$ cat config.mk
export PLATFORM = sky130hd
export DESIGN_NAME = apb_event_unit_v2_flat
export DESIGN_NICKNAME = d
export VERILOG_FILES = /design/src/rtl/apb_event_unit_v2_if.sv /design/src/rtl/apb_event_unit_v2.sv /design/src/flat_wrapper.sv
export SDC_FILE = /design/constraint.sdc
export NUM_CORES = 1
export LEC_CHECK = 0
export BUFFER_PORTS_ARGS = -buffer_cell sky130_fd_sc_hd__clkbuf_2
export CORE_MARGIN = 2
export CORE_UTILIZATION = 40
export CTS_CLUSTER_SIZE = 16
export DETAILED_ROUTE_END_ITERATION = 6
export PLACE_DENSITY = 0.68
export SETUP_SLACK_MARGIN = 0.2
export SLEW_MARGIN = 20
export SYNTH_ARGS = -nofsm -noshare
export SYNTH_HDL_FRONTEND = slang
export SYNTH_SLANG_ARGS = --single-unit
export TNS_END_PERCENT = 1
$ cat constraint.sdc
create_clock -name HCLK -period 2.4 [get_ports HCLK]
set_clock_uncertainty 0.05 [all_clocks]
set_input_delay 0.24 -clock HCLK [delete_from_list [all_inputs] [get_ports HCLK]]
set_output_delay 0.24 -clock HCLK [all_outputs]
set_load 0.01 [all_outputs]
$ cat src/rtl/apb_event_unit_v2_if.sv
// apb_event_unit_v2_if: APB slave bus bundle for the event unit
interface apb_event_unit_v2_if #(parameter int APB_ADDR_WIDTH = 12);
   logic [APB_ADDR_WIDTH-1:0] PADDR;
   logic [31:0]               PWDATA;
   logic                      PWRITE;
   logic                      PSEL;
   logic                      PENABLE;
   logic [31:0]               PRDATA;
   logic                      PREADY;
   logic                      PSLVERR;
   modport master (output PADDR, PWDATA, PWRITE, PSEL, PENABLE, input PRDATA, PREADY, PSLVERR);
   modport slave (input PADDR, PWDATA, PWRITE, PSEL, PENABLE, output PRDATA, PREADY, PSLVERR);
endinterface

$ cat src/rtl/apb_event_unit_v2.sv
// apb_event_unit_v2: APB irq/event controller with claim/ack and sleep gating of core fetch
module apb_event_unit_v2 #(
   parameter int APB_ADDR_WIDTH = 12,
   parameter int NUM_LINES      = 32,
   parameter bit EDGE_TRIG      = 1'b0
) (
   input  logic                 HCLK,
   input  logic                 HRESETn,
   apb_event_unit_v2_if.slave   apb,
   input  logic [NUM_LINES-1:0] irq_i,
   input  logic [NUM_LINES-1:0] event_i,
   output logic                 irq_o,
   output logic                 fetch_enable_o
);
   typedef enum logic {RUN, SLEEP} state_t;
   typedef logic [NUM_LINES-1:0] vec_t;
   state_t state_q;
   logic fetch_q;
   vec_t irq_en_q, irq_en_d, irq_pend_q, irq_pend_d, irq_ack_q, irq_ack_d;
   vec_t evt_en_q, evt_en_d, evt_pend_q, evt_pend_d, irq_prev_q, evt_prev_q;
   vec_t wdata, irq_new, evt_new, top;
   logic wr, rd, rd_ack, pend_wr, claim, wake, sleep_req, unused_addr;
   logic [3:0] off;
   logic [31:0] rdata;
   assign wr          = apb.PSEL & apb.PENABLE & apb.PWRITE;
   assign rd          = apb.PSEL & apb.PENABLE & ~apb.PWRITE;
   assign off         = apb.PADDR[5:2];
   assign wdata       = apb.PWDATA[NUM_LINES-1:0];
   assign unused_addr = ^{apb.PADDR[APB_ADDR_WIDTH-1:6], apb.PADDR[1:0]};
   assign irq_new     = (EDGE_TRIG ? irq_i & ~irq_prev_q : irq_i) & irq_en_q;
   assign evt_new     = (EDGE_TRIG ? event_i & ~evt_prev_q : event_i) & evt_en_q;
   assign rd_ack      = rd & (off == 4'h4);
   assign pend_wr     = wr & (off == 4'h1 || off == 4'h2 || off == 4'h3);
   assign claim       = ~|irq_ack_q & |irq_pend_q & ~pend_wr & ~rd_ack;
   assign wake        = |(evt_pend_q | evt_new) | |(irq_pend_q | irq_new) | |irq_ack_q;
   assign sleep_req   = wr & (off == 4'h7) & apb.PWDATA[0];
   assign irq_o          = |irq_ack_q;
   assign fetch_enable_o = fetch_q;
   assign apb.PREADY     = 1'b1;
   assign apb.PSLVERR    = 1'b0;
   assign apb.PRDATA     = rd ? rdata : '0;
   // topmost pending line has priority for the next claim
   always_comb begin
      top = '0;
      for (int i = 0; i < NUM_LINES; i++) if (irq_pend_q[i]) top = vec_t'(1) << i;
   end
   // register next-state: arrival, then set, then clear, then direct write, then claim removal
   always_comb begin
      irq_pend_d = irq_pend_q | irq_new;
      irq_pend_d = (wr && off == 4'h2) ? irq_pend_d | wdata : irq_pend_d;
      irq_pend_d = (wr && off == 4'h3) ? irq_pend_d & ~wdata : irq_pend_d;
      irq_pend_d = (wr && off == 4'h1) ? wdata : irq_pend_d;
      irq_pend_d = claim ? irq_pend_d & ~top : irq_pend_d;
      irq_ack_d  = claim ? top : rd_ack ? '0 : irq_ack_q;
      irq_en_d   = (wr && off == 4'h0) ? wdata : irq_en_q;
      evt_en_d   = (wr && off == 4'h5) ? wdata : evt_en_q;
      evt_pend_d = ((rd && off == 4'h6) ? '0 : evt_pend_q) | evt_new;
   end
   // read mux for the mapped offsets; everything else reads zero
   always_comb begin
      rdata = '0;
      case (off)
         4'h0:    rdata = 32'(irq_en_q);
         4'h1:    rdata = 32'(irq_pend_q);
         4'h4:    rdata = 32'(irq_ack_q);
         4'h5:    rdata = 32'(evt_en_q);
         4'h6:    rdata = 32'(evt_pend_q);
         4'h7:    rdata = {31'b0, state_q == SLEEP};
         default: rdata = '0;
      endcase
   end
   // register file and edge-detect history
   always_ff @(posedge HCLK or negedge HRESETn) begin
      if (!HRESETn) begin
         irq_en_q   <= '0;
         irq_pend_q <= '0;
         irq_ack_q  <= '0;
         evt_en_q   <= '0;
         evt_pend_q <= '0;
         irq_prev_q <= '0;
         evt_prev_q <= '0;
      end else begin
         irq_en_q   <= irq_en_d;
         irq_pend_q <= irq_pend_d;
         irq_ack_q  <= irq_ack_d;
         evt_en_q   <= evt_en_d;
         evt_pend_q <= evt_pend_d;
         irq_prev_q <= irq_i;
         evt_prev_q <= event_i;
      end
   end
   // sleep FSM: sleep only when nothing could wake us, leave as soon as something does
   always_ff @(posedge HCLK or negedge HRESETn) begin
      if (!HRESETn) begin
         state_q <= RUN;
         fetch_q <= 1'b1;
      end else if (state_q == RUN) begin
         if (sleep_req && !wake) begin
            state_q <= SLEEP;
            fetch_q <= 1'b0;
         end
      end else if (wake) begin
         state_q <= RUN;
         fetch_q <= 1'b1;
      end
   end
endmodule

$ cat src/flat_wrapper.sv
// flat-port wrapper written by rule: the top's interface ports become plain ports
module apb_event_unit_v2_flat 
#(
   parameter int APB_ADDR_WIDTH = 12,
   parameter int NUM_LINES      = 32,
   parameter bit EDGE_TRIG      = 1'b0
)
  (HCLK, HRESETn, irq_i, event_i, irq_o, fetch_enable_o, apb_PADDR, apb_PWDATA, apb_PWRITE, apb_PSEL, apb_PENABLE, apb_PRDATA, apb_PREADY, apb_PSLVERR);
  apb_event_unit_v2_if #(.APB_ADDR_WIDTH(APB_ADDR_WIDTH)) apb_i ();
  input  logic HCLK;
  input  logic HRESETn;
  input  logic [NUM_LINES-1:0] irq_i;
  input  logic [NUM_LINES-1:0] event_i;
  output logic irq_o;
  output logic fetch_enable_o;
  input wire logic [$bits(apb_i.PADDR)-1:0] apb_PADDR;
  input wire logic [$bits(apb_i.PWDATA)-1:0] apb_PWDATA;
  input wire logic [$bits(apb_i.PWRITE)-1:0] apb_PWRITE;
  input wire logic [$bits(apb_i.PSEL)-1:0] apb_PSEL;
  input wire logic [$bits(apb_i.PENABLE)-1:0] apb_PENABLE;
  output wire logic [$bits(apb_i.PRDATA)-1:0] apb_PRDATA;
  output wire logic [$bits(apb_i.PREADY)-1:0] apb_PREADY;
  output wire logic [$bits(apb_i.PSLVERR)-1:0] apb_PSLVERR;
  assign apb_i.PADDR = apb_PADDR;
  assign apb_i.PWDATA = apb_PWDATA;
  assign apb_i.PWRITE = apb_PWRITE;
  assign apb_i.PSEL = apb_PSEL;
  assign apb_i.PENABLE = apb_PENABLE;
  assign apb_PRDATA = apb_i.PRDATA;
  assign apb_PREADY = apb_i.PREADY;
  assign apb_PSLVERR = apb_i.PSLVERR;
  apb_event_unit_v2 #(.APB_ADDR_WIDTH(APB_ADDR_WIDTH), .NUM_LINES(NUM_LINES), .EDGE_TRIG(EDGE_TRIG)) u_core (.HCLK(HCLK), .HRESETn(HRESETn), .apb(apb_i), .irq_i(irq_i), .event_i(event_i), .irq_o(irq_o), .fetch_enable_o(fetch_enable_o));
endmodule
==> impl_metrics.toml <==
[run_status]
outcome = "complete, no violations"

[global_route]
grt_max_degree = 62
gr-usage-all-layers_pct = 27.5
grt_pass1_vias = 8029
met2_usage_pct = 42.7
antenna_found_initial = 0
grt_pass1_wl_mm = 45.8
grt_overflow = 0
grt_use_met1_pct = 38.1
grtUsageMet3_pct = 5.71
gr-max-usage-layer = "met2"

[layout]
drive_above_1_share_pct = 36.5
finalNetCount = 1121
area_delta_synth_final_pct = 31.7
utilization_pct = 53.7
multiInputGateArea_sq_um = 4150
regArea_sq_um = 4060
fillCellCount = 1801
n_antenna_cell = 0

[sta]
rsz0062_at_grt = "true"
timing.fmax_mhz = 429
slew_headroom_pct = 65.6
setup_viol = 0
fin_crit_sh_pct = 97.1
finalCriticalPeriod_ns = 2.33
hold_ws_ns = 0.00730
tightest_slew_ns = 0.514
hold_viol = 0
drv_slew = 0

[clock_tree]
clkLatencyLatePin_ns = 0.44
cts-root-buf = "clkbuf_16"
cts_buffers = 17
clk_pin_slew_ns = 0.07
cts_tree = "yes"
cts_buffer_depth = 2
htree_levels = 4
cts_sinks = 162

[worst_setup_path]
worstReg2RegStart = "u_core.irq_pend_q[4]$_DFF_PN0_"
reg2reg_depth = 5
regToRegSetupSlack_ns = 0.07
critPathKind = "flip-flop to flip-flop"
startpoint_type = "flip-flop"
endpoint_kind = "flip-flop"
crit_required_ns = 2.67
r2r_end = "u_core.irq_ack_q[25]$_DFFE_PN0P_"
worstPathMaxFanout = 6
crit_arrival_ns = 2.60

[logic_synthesis]
synth_most_common_cell = "dfrtp_1"
yosys_warnings = 0
synth.net_count = 913
synth_async_sr_flop_share_pct = 100
synth-seq-area-share_pct = 49.2
yosys_register_bits = 162
synth_area_leaders = "dfrtp_1 49%, mux2_2 8.6%, a22oi_1 7.4%"
synthTopCellsByCount = "161 x dfrtp_1, 81 x a22oi_1, 72 x a21oi_1"
synth_largest_area_cell = "dfrtp_1"
ys_types = 46
syn_avg_cell_area_sq_um = 10.3
syn_area_sq_um = 8250
netlist.area_leader.share_pct = 48.8
synth_edf_count = 0
synth_cells = 800
synth_ff_type = "dfrtp_1"

[floorplanning]
die-area_sq_um = 21800
core_sq_um = 20200
io_pins = 149
die_y_um = 148
start_util_pct = 40.8
fp-row-count = 52
die_w_um = 148

[detailed_routing]
dr_total_vias = 8123
first_iter_violations = 874
wire_per_inst_um = 23.1
dr.pass1.iters = 7
remaining_drc_errors = 0
wl_mm = 29.8
ant_nets = 0
via_per_inst = 6.29

[hold_path]
whs_endpoint = "u_core.evt_pend_q[23]$_DFF_PN0_"
hp-class = "input port to flip-flop"
min_from = "event_i[23]"
whs_path_depth = 2

[place]
globalplace.congestion = 0.889
hpwl_mm = 20.8
port_buffers = 138

[pwr]
leakage_nw = 4.74
report.power.total_mw = 8.55
powerDensity_nw_per_um2 = 787
ir_drop_uv = 662

[job]
cap_viol_max_count = 0
## how the worst max path moves through the flow
stage / start / endpoint / slack [ns] / cells past startpoint
6_report: u_core.irq_pend_q[4]$_DFF_PN0_ / u_core.irq_ack_q[25]$_DFFE_PN0P_ / 0.07 / 5
3_5_place_dp: u_core.evt_pend_q[9]$_DFF_PN0_ / u_core.fetch_enable_o$_DFFE_PN1P_ / -0.06 / 6
5_1_grt: u_core.irq_pend_q[22]$_DFF_PN0_ / u_core.irq_ack_q[25]$_DFFE_PN0P_ / 0.02 / 6
4_1_cts: u_core.irq_pend_q[23]$_DFF_PN0_ / u_core.irq_ack_q[25]$_DFFE_PN0P_ / 0.09 / 6
3_3_place_gp: u_core.evt_pend_q[9]$_DFF_PN0_ / u_core.fetch_enable_o$_DFFE_PN1P_ / -0.03 / 6
2_1_floorplan: u_core.irq_pend_q[2]$_DFF_PN0_ / u_core.irq_ack_q[6]$_DFFE_PN0P_ / 0.18 / 6
## cells in the final DEF (no fill, tap or decap), drive strengths merged, types with 12 or more instances in the layout
cell type | netlist | routed
a32o | 17 | 17
nor4 | 25 | 25
nand2 | 52 | 52
a22oi | 81 | 81
a22o | 42 | 42
nor2 | 59 | 59
a31oi | 48 | 48
a21oi | 72 | 72
dfrtp | 161 | 161
clkbuf | 45 | 157
a211oi | 35 | 35
mux2 | 64 | 64
nor3 | 12 | 12
buf | 12 | 100
## stage by stage
step | instances | setup TNS, ns | worst slack, ns | cell area, sq um
after floorplan | 800 | 0 | 0.182 | 8290
after global placement | 1242 | -0.0417 | -0.0303 | 9910
after detailed placement | 1242 | -0.332 | -0.0579 | 9910
after CTS | 1289 | 0 | 0.0941 | 10800
after global routing | 1291 | 0 | 0.0202 | 10900
final | 1291 | 0 | 0.0700 | 10900
## where the power goes
group,internal (mW),switching (mW),leakage [nW]
logic,0.816,0.856,2.49
registers,3.22,0.568,1.94
clock network,1.91,1.18,0.309
## logic make-up (layout without fill, tap and decap cells)
family,after synthesis,after routing,share of synthesized area [%]
buf+inv,63,283,3.19
compound gates,308,308,26.4
mux,65,65,8.86
flops,162,162,49.2
simple gates,200,201,12.3
other cells,2,2,0.0911
## sequential cells by signal, summed over array words and instances (netlist names)
signal,flops
u_core.irq_ack_q,32
u_core.fetch_enable_o,1
u_core.evt_pend_q,32
u_core.state_q,1
u_core.irq_en_q,32
u_core.evt_en_q,32
u_core.irq_pend_q,32
## what timing repair did
action | 4_1_cts | 5_1_grt
pin swaps | 8 | 5
setup endpoints to repair | 59 | 62
hold buffers | 8 | 0
gates resized for setup | 22 | 4
gates cloned | 1 | 0
hold endpoints to repair | 43 | 0
setup buffers | 6 | 2
## cell type report
type	instances	share of cell area, %
clock buffer	20	4.21
clock inverter	12	1.87
inverter	6	0.207
multi-input combinational	576	38.2
sequential	162	37.4
tap	270	3.11
timing repair buffer	245	15.1
## layer usage
layer | up-vias | part of all wire (%)
met2 | 480 | 46
met5 | - | 0
met1 | 4026 | 42
met3 | 66 | 8.8
li1 | 3551 | -
met4 | 0 | 2.8
## worst max-delay path: stages, from the launching register on
cell and delay [ns]:
dfrtp_1 0.44, or3_4 0.36, or3_4 0.42, or4_4 0.45
and3_4 0.24, a32o_1 0.26
Power figures use the tool's default switching activity.
